### src/rtl/l3_ar_qos_arbiter_if.sv
// AR-channel bundle between the 16 masters and the L3 request pipeline.
// The arbiter takes the slave view and the masters/pipeline take the master view.
interface l3_ar_qos_arbiter_if #(
    parameter int NUM_PORTS = 16,
    parameter int ADDR_W    = 32,
    parameter int QOS_W     = 4
) ();
    localparam int IDX_W = $clog2(NUM_PORTS);

    logic [NUM_PORTS-1:0]             s_arvalid;
    logic [NUM_PORTS-1:0]             s_arready;
    logic [NUM_PORTS-1:0][ADDR_W-1:0] s_araddr;
    logic [NUM_PORTS-1:0][7:0]        s_arlen;
    logic [NUM_PORTS-1:0][2:0]        s_arsize;
    logic [NUM_PORTS-1:0][1:0]        s_arburst;
    logic [NUM_PORTS-1:0][QOS_W-1:0]  s_arqos;

    logic                             m_arvalid;
    logic                             m_arready;
    logic [ADDR_W-1:0]                m_araddr;
    logic [7:0]                       m_arlen;
    logic [2:0]                       m_arsize;
    logic [1:0]                       m_arburst;
    logic [QOS_W-1:0]                 m_arqos;
    logic [IDX_W-1:0]                 m_arsrc;
    logic                             aged_grant;

    modport slave (
        input  s_arvalid, s_araddr, s_arlen, s_arsize, s_arburst, s_arqos, m_arready,
        output s_arready, m_arvalid, m_araddr, m_arlen, m_arsize, m_arburst, m_arqos,
               m_arsrc, aged_grant
    );

    modport master (
        output s_arvalid, s_araddr, s_arlen, s_arsize, s_arburst, s_arqos, m_arready,
        input  s_arready, m_arvalid, m_araddr, m_arlen, m_arsize, m_arburst, m_arqos,
               m_arsrc, aged_grant
    );
endinterface

### src/rtl/l3_ar_qos_arbiter.sv
// 16:1 AR arbiter for the L3 slice: QoS priority, round-robin tie-break and an
// age-based starvation escape, feeding a one-entry registered output stage.
module l3_ar_qos_arbiter #(
    parameter int NUM_PORTS = 16,
    parameter int ADDR_W    = 32,
    parameter int QOS_W     = 4,
    parameter int AGE_MAX   = 15
) (
    input  logic                clk,
    input  logic                rst,
    l3_ar_qos_arbiter_if.slave  bus
);
    localparam int IDX_W = $clog2(NUM_PORTS);
    localparam int AGE_W = 4;
    localparam logic [AGE_W-1:0] AGE_SAT = AGE_W'(AGE_MAX);

    logic [NUM_PORTS-1:0][AGE_W-1:0] age_r;
    logic [IDX_W-1:0]                rr_ptr_r;

    logic                 slot_free_s;
    logic                 grant_s;
    logic                 any_aged_s;
    logic [NUM_PORTS-1:0] aged_vec_s;
    logic [NUM_PORTS-1:0] cand_s;
    logic [QOS_W-1:0]     max_qos_s;
    logic [IDX_W-1:0]     win_s;
    logic                 found_s;

    // Aged-port detection and highest QoS among valid requesters
    always_comb begin
        max_qos_s = '0;
        for (int i = 0; i < NUM_PORTS; i++) begin
            aged_vec_s[i] = bus.s_arvalid[i] && (age_r[i] == AGE_SAT);
            if (bus.s_arvalid[i] && (bus.s_arqos[i] > max_qos_s)) begin
                max_qos_s = bus.s_arqos[i];
            end else begin
                max_qos_s = max_qos_s;
            end
        end
        any_aged_s = |aged_vec_s;
    end

    // Candidate set: aged ports override QoS entirely
    always_comb begin
        cand_s = '0;
        if (any_aged_s) begin
            cand_s = aged_vec_s;
        end else begin
            for (int i = 0; i < NUM_PORTS; i++) begin
                cand_s[i] = bus.s_arvalid[i] && (bus.s_arqos[i] == max_qos_s);
            end
        end
    end

    // Round-robin search starting just after the last winner, wrapping 15 -> 0
    always_comb begin
        logic [IDX_W-1:0] idx;
        idx     = '0;
        win_s   = '0;
        found_s = 1'b0;
        for (int k = 1; k <= NUM_PORTS; k++) begin
            idx = rr_ptr_r + IDX_W'(k);
            if (!found_s && cand_s[idx]) begin
                win_s   = idx;
                found_s = 1'b1;
            end else begin
                win_s   = win_s;
            end
        end
    end

    // Grant decision and one-hot accept toward the masters
    always_comb begin
        slot_free_s   = !bus.m_arvalid || bus.m_arready;
        grant_s       = slot_free_s && found_s && !rst;
        bus.s_arready = '0;
        if (grant_s) begin
            bus.s_arready = {{(NUM_PORTS-1){1'b0}}, 1'b1} << win_s;
        end else begin
            bus.s_arready = '0;
        end
    end

    // Output stage: load on grant (replacing a draining entry), else drain or hold
    always_ff @(posedge clk or posedge rst) begin
        if (rst) begin
            bus.m_arvalid  <= 1'b0;
            bus.m_araddr   <= '0;
            bus.m_arlen    <= 8'd0;
            bus.m_arsize   <= 3'd0;
            bus.m_arburst  <= 2'd0;
            bus.m_arqos    <= '0;
            bus.m_arsrc    <= '0;
            bus.aged_grant <= 1'b0;
            rr_ptr_r       <= IDX_W'(NUM_PORTS - 1);
        end else if (grant_s) begin
            bus.m_arvalid  <= 1'b1;
            bus.m_araddr   <= bus.s_araddr[win_s];
            bus.m_arlen    <= bus.s_arlen[win_s];
            bus.m_arsize   <= bus.s_arsize[win_s];
            bus.m_arburst  <= bus.s_arburst[win_s];
            bus.m_arqos    <= bus.s_arqos[win_s];
            bus.m_arsrc    <= win_s;
            bus.aged_grant <= any_aged_s;
            rr_ptr_r       <= win_s;
        end else begin
            if (bus.m_arready) begin
                bus.m_arvalid <= 1'b0;
            end else begin
                bus.m_arvalid <= bus.m_arvalid;
            end
            bus.aged_grant <= 1'b0;
        end
    end

    // Per-port wait counters; stalled cycles behind a full slot still count
    always_ff @(posedge clk or posedge rst) begin
        if (rst) begin
            age_r <= '0;
        end else begin
            for (int i = 0; i < NUM_PORTS; i++) begin
                if (!bus.s_arvalid[i] || (grant_s && (win_s == IDX_W'(i)))) begin
                    age_r[i] <= '0;
                end else if (age_r[i] != AGE_SAT) begin
                    age_r[i] <= age_r[i] + AGE_W'(1);
                end else begin
                    age_r[i] <= age_r[i];
                end
            end
        end
    end
endmodule

### src/flat_wrapper.sv
// flat-port wrapper written by rule: the top's interface ports become plain ports
module l3_ar_qos_arbiter_flat 
#(
    parameter int NUM_PORTS = 16,
    parameter int ADDR_W    = 32,
    parameter int QOS_W     = 4,
    parameter int AGE_MAX   = 15
)
  (clk, rst, bus_s_arvalid, bus_s_araddr, bus_s_arlen, bus_s_arsize, bus_s_arburst, bus_s_arqos, bus_m_arready, bus_s_arready, bus_m_arvalid, bus_m_araddr, bus_m_arlen, bus_m_arsize, bus_m_arburst, bus_m_arqos, bus_m_arsrc, bus_aged_grant);
  l3_ar_qos_arbiter_if #(.NUM_PORTS(NUM_PORTS), .ADDR_W(ADDR_W), .QOS_W(QOS_W)) bus_i ();
  input  logic clk;
  input  logic rst;
  input wire logic [$bits(bus_i.s_arvalid)-1:0] bus_s_arvalid;
  input wire logic [$bits(bus_i.s_araddr)-1:0] bus_s_araddr;
  input wire logic [$bits(bus_i.s_arlen)-1:0] bus_s_arlen;
  input wire logic [$bits(bus_i.s_arsize)-1:0] bus_s_arsize;
  input wire logic [$bits(bus_i.s_arburst)-1:0] bus_s_arburst;
  input wire logic [$bits(bus_i.s_arqos)-1:0] bus_s_arqos;
  input wire logic [$bits(bus_i.m_arready)-1:0] bus_m_arready;
  output wire logic [$bits(bus_i.s_arready)-1:0] bus_s_arready;
  output wire logic [$bits(bus_i.m_arvalid)-1:0] bus_m_arvalid;
  output wire logic [$bits(bus_i.m_araddr)-1:0] bus_m_araddr;
  output wire logic [$bits(bus_i.m_arlen)-1:0] bus_m_arlen;
  output wire logic [$bits(bus_i.m_arsize)-1:0] bus_m_arsize;
  output wire logic [$bits(bus_i.m_arburst)-1:0] bus_m_arburst;
  output wire logic [$bits(bus_i.m_arqos)-1:0] bus_m_arqos;
  output wire logic [$bits(bus_i.m_arsrc)-1:0] bus_m_arsrc;
  output wire logic [$bits(bus_i.aged_grant)-1:0] bus_aged_grant;
  assign bus_i.s_arvalid = bus_s_arvalid;
  assign bus_i.s_araddr = bus_s_araddr;
  assign bus_i.s_arlen = bus_s_arlen;
  assign bus_i.s_arsize = bus_s_arsize;
  assign bus_i.s_arburst = bus_s_arburst;
  assign bus_i.s_arqos = bus_s_arqos;
  assign bus_i.m_arready = bus_m_arready;
  assign bus_s_arready = bus_i.s_arready;
  assign bus_m_arvalid = bus_i.m_arvalid;
  assign bus_m_araddr = bus_i.m_araddr;
  assign bus_m_arlen = bus_i.m_arlen;
  assign bus_m_arsize = bus_i.m_arsize;
  assign bus_m_arburst = bus_i.m_arburst;
  assign bus_m_arqos = bus_i.m_arqos;
  assign bus_m_arsrc = bus_i.m_arsrc;
  assign bus_aged_grant = bus_i.aged_grant;
  l3_ar_qos_arbiter #(.NUM_PORTS(NUM_PORTS), .ADDR_W(ADDR_W), .QOS_W(QOS_W), .AGE_MAX(AGE_MAX)) u_core (.clk(clk), .rst(rst), .bus(bus_i));
endmodule
### config.mk
export PLATFORM = sky130hd
export DESIGN_NAME = l3_ar_qos_arbiter_flat
export DESIGN_NICKNAME = d
export VERILOG_FILES = /design/src/rtl/l3_ar_qos_arbiter_if.sv /design/src/rtl/l3_ar_qos_arbiter.sv /design/src/flat_wrapper.sv
export SDC_FILE = /design/constraint.sdc
export NUM_CORES = 1
export LEC_CHECK = 0
export CAP_MARGIN = 20
export CORE_AREA = 2 2 338 340
export DETAILED_ROUTE_END_ITERATION = 8
export DIE_AREA = 0 0 340 342
export GPL_ROUTABILITY_DRIVEN = 1
export PLACE_DENSITY = 0.43
export SETUP_SLACK_MARGIN = 0.3
export SYNTH_ARGS = -nofsm -noshare
export SYNTH_HDL_FRONTEND = slang
export SYNTH_SLANG_ARGS = --single-unit
### constraint.sdc
create_clock -name clk -period 59.4 [get_ports clk]
set_input_delay 11.88 -clock clk [delete_from_list [all_inputs] [get_ports clk]]
set_output_delay 11.88 -clock clk [all_outputs]
set_load 0.02 [all_outputs]
==> run metrics <==
type of the worst setup path input pin to output pin; number of max-cap violations 0; die width approximately 340 um; maximum fanout count along the critical path 48; Req. time, crit path approximately 48 ns; area of combinational cells with multiple inputs approximately 16,000 sq um; Post-Syn Area per Cell ~7.7 sq um; total negative slack 0 ns; delay of the slowest critical-path stage 0.71 ns; Boundary Pins slightly below 900; die area 116,000 sq um; area growth from synthesis to layout 52.4%; number of antenna violations at the first check in global routing 13; DRT Wirelength about 140,000 um; warnings from Yosys 0; Via Count roughly 25,000; area taken by flip-flops and latches around 3100 sq um; part of the cycle the worst path needs between 90% and 100%; peak clock frequency supported by timing ~18 MHz; library cell appearing most often on the critical path sky130_fd_sc_hd__ha_1; number of enable flip-flop cells after synthesis 0; Detailed Place HPWL between 100,000 and 150,000 um; Die Height 342 um; Routed wire per std cell 27.9 um; clock latency reported for the late side of the worst-skew pair ~0.49 ns; Cell Area, Synth between 20,000 and 25,000 sq um; vias in the first global route about 25,000; synthesized flop and latch total ~120; path category of the worst min-delay check flop to flop; Worst Skew 0.0150 ns; Fillers 12,216; register area share after synthesis around 15%; setup repair after global routing missed its margin false; GRT Util Overall 22.8%; area of the core between 100,000 and 150,000 sq um; clock-pin transition on the worst setup and hold timing paths 0.06 ns; share of synthesized flip-flops with an asynchronous set or reset 100%; amount of wire on met3 after detailed routing between 8000 and 9000 um; distinct cell type count of the synthesized netlist 123; CP startpoint kind input pin; number of clock sinks seen by CTS between 100 and 150; detailed route wirelength on metal2 66,900 um; CP Capture Type output pin; clk buf depth 2; Setup Viol. Count Final 0; Synthesized Nets about 3,600; effective utilization at floorplan a little under a fifth; result of the run completed; signal arrival time at the worst endpoint between 40 and 50 ns; routability cong. around 0.96; quantity of I/O buffers inserted on ports just under 900; total routed wire length on the met1 layer between 50,000 and 60,000 um; transition time at the pin with the least slew margin around 1.1 ns; standard cell with the maximum stage delay on the critical path sky130_fd_sc_hd__nor4_2; clock tree from TritonCTS built; total congestion overflow after global routing 0; antenna viol nets, final 0; cts-stage hold buffer count 0; pin count of the biggest net entering global routing roughly 120; number of vias per cell after detailed routing roughly 5.1; number of standard-cell rows in the floorplan approximately 120; time the final worst path needs with I/O delays and setup approximately 56 ns; global-route wire length before repair about 190,000 um; count of final max-slew check failures 0; initial detailed-routing violation count roughly 2,200; post-layout net count 4,306; TritonCTS Buffers 17; Top Layer Used met5; most used flip-flop cell after synthesis sky130_fd_sc_hd__dfrtp_1; Fin. Hold Viols 0; # DRC 0; number of levels in the clock H-tree 4; clock tree root driver cell sky130_fd_sc_hd__clkbuf_16; gate count after technology mapping between 2,000 and 3,000; layout cells sized above 1 roughly 7.6%; number of iterations in the first detailed-routing pass 6; relative max-transition margin about 28%
## final cells by class
| type | count | area share, % |
|---|---|---|
| clock buffer | 18 | 1.39 |
| antenna | 3 | 0.0238 |
| multi-input combinational | 2291 | 52.1 |
| inverter | 79 | 0.955 |
| tap | 1512 | 5.99 |
| sequential | 123 | 9.76 |
| clock inverter | 14 | 0.499 |
| timing repair buffer | 932 | 29.2 |
## cell usage after synthesis (54+ instances only)
cell type                  number  share of area (%)
sky130_fd_sc_hd__mux2i_1      316                 15
sky130_fd_sc_hd__nand2_1      299                5.4
sky130_fd_sc_hd__nor2_1       212                3.8
sky130_fd_sc_hd__nand3_1      132                3.2
sky130_fd_sc_hd__dfrtp_1      119                 14
sky130_fd_sc_hd__nor3_1       110                2.7
sky130_fd_sc_hd__a21oi_1      109                2.6
sky130_fd_sc_hd__clkbuf_1      81                1.5
sky130_fd_sc_hd__mux2_2        78                4.2
sky130_fd_sc_hd__inv_1         77                1.4
sky130_fd_sc_hd__o21ai_0       63                1.5
sky130_fd_sc_hd__xnor2_1       63                2.7
sky130_fd_sc_hd__buf_2         61                1.5
sky130_fd_sc_hd__ha_1          59                3.6
sky130_fd_sc_hd__o211ai_1      54                2.0
## routing by layer
| layer | global-route usage [%] | up-vias |
|---|---|---|
| met3 | 4.03 | 140 |
| met2 | 38.9 | 1101 |
| met4 | 7.09 | 6 |
| li1 | - | 11842 |
| met1 | 28.9 | 12337 |
| met5 | 0 | - |
## placed cells by master, fill, tap and decap left out, types with 49 or more instances in the layout
cell type                         instances
sky130_fd_sc_hd__o211ai_1                54
sky130_fd_sc_hd__dfrtp_1                119
sky130_fd_sc_hd__xnor2_1                 63
sky130_fd_sc_hd__ha_1                    59
sky130_fd_sc_hd__a31oi_1                 51
sky130_fd_sc_hd__o21ai_1                 49
sky130_fd_sc_hd__clkdlybuf4s50_1        873
sky130_fd_sc_hd__mux2_2                  78
sky130_fd_sc_hd__mux2i_1                315
sky130_fd_sc_hd__buf_4                   54
sky130_fd_sc_hd__nand3_1                132
sky130_fd_sc_hd__nand4_1                 51
sky130_fd_sc_hd__nor2_1                 209
sky130_fd_sc_hd__nor3_1                 109
sky130_fd_sc_hd__a211oi_1                53
sky130_fd_sc_hd__o21ai_0                 63
sky130_fd_sc_hd__nand2_1                298
sky130_fd_sc_hd__inv_1                   76
sky130_fd_sc_hd__a21oi_1                107
## state kept, by name, indices dropped and copies added (netlist names), 2 cells and up
register and count:
u_core.rr_ptr_r 4, u_core.age_r 64, u_core.bus.m_arsrc 4, u_core.bus.m_arlen 8, u_core.bus.m_arburst 2, u_core.bus.m_arsize 3, u_core.bus.m_araddr 32, u_core.bus.m_arqos 4
## worst paths after layout
| kind | start | to | slack (ns) | cells after the start |
|---|---|---|---|---|
| min reg2reg | u_core.bus.m_araddr[18] | u_core.bus.m_araddr[18] | 0.48 | 2 |
| max reg2reg | u_core.age_r[20] | u_core.bus.m_araddr[31] | 50.22 | 27 |
| min in group asynchronous | rst | u_core.bus.m_arlen[1] | 12.01 | 2 |
| max in group asynchronous | rst | u_core.age_r[0] | 45.76 | 4 |
| min | u_core.bus.m_araddr[18] | u_core.bus.m_araddr[18] | 0.48 | 2 |
| max | bus_s_arvalid[0] | bus_s_arready[7] | 2.98 | 125 |
## worst max-delay path: cells and delay by family
family                     cells  cell delay, ns
AOI/OAI and AO/OA             43           11.03
xor gates and xnor gates       2            0.46
adders and majority gates     14            4.22
buffers and inverters         12            2.45
muxes                         12            4.73
and+or+nand+nor               42            9.68
## logic make-up after synthesis
| group | after synthesis | synth area share, % |
|---|---|---|
| XOR/XNOR | 89 | 3.76 |
| multiplexers | 430 | 22.0 |
| AND/OR/NAND/NOR | 962 | 22.2 |
| AO/OA/AOI/OAI | 750 | 27.4 |
| flip-flops | 123 | 14.9 |
| adder cells (fa/ha/maj) | 60 | 3.62 |
| buffers and inverters | 275 | 6.17 |
## repair_timing
item	in CTS	in global routing
resized for setup	0	3
endpoints found under the setup margin	0	16
setup buffers	0	5
## stage by stage
stage | cells | hold WS [ns] | setup slack (ns) | util (%) | instance area (sq um)
floorplan | 2689 | 0.492 | 9.79 | - | 20700
detailed placement | 4931 | 0.466 | 2.84 | 27.3 | 30900
CTS | 4963 | 0.482 | 2.73 | 27.8 | 31500
global placement | 4930 | 0.460 | 3.34 | 27.3 | 30900
global route | 4970 | 0.520 | 0.373 | 27.9 | 31600
finish | 4972 | 0.479 | 2.98 | 27.9 | 31600
Power is not shown: default switching activity piles up to over one toggle a cycle in this logic, so the estimate is an artifact.
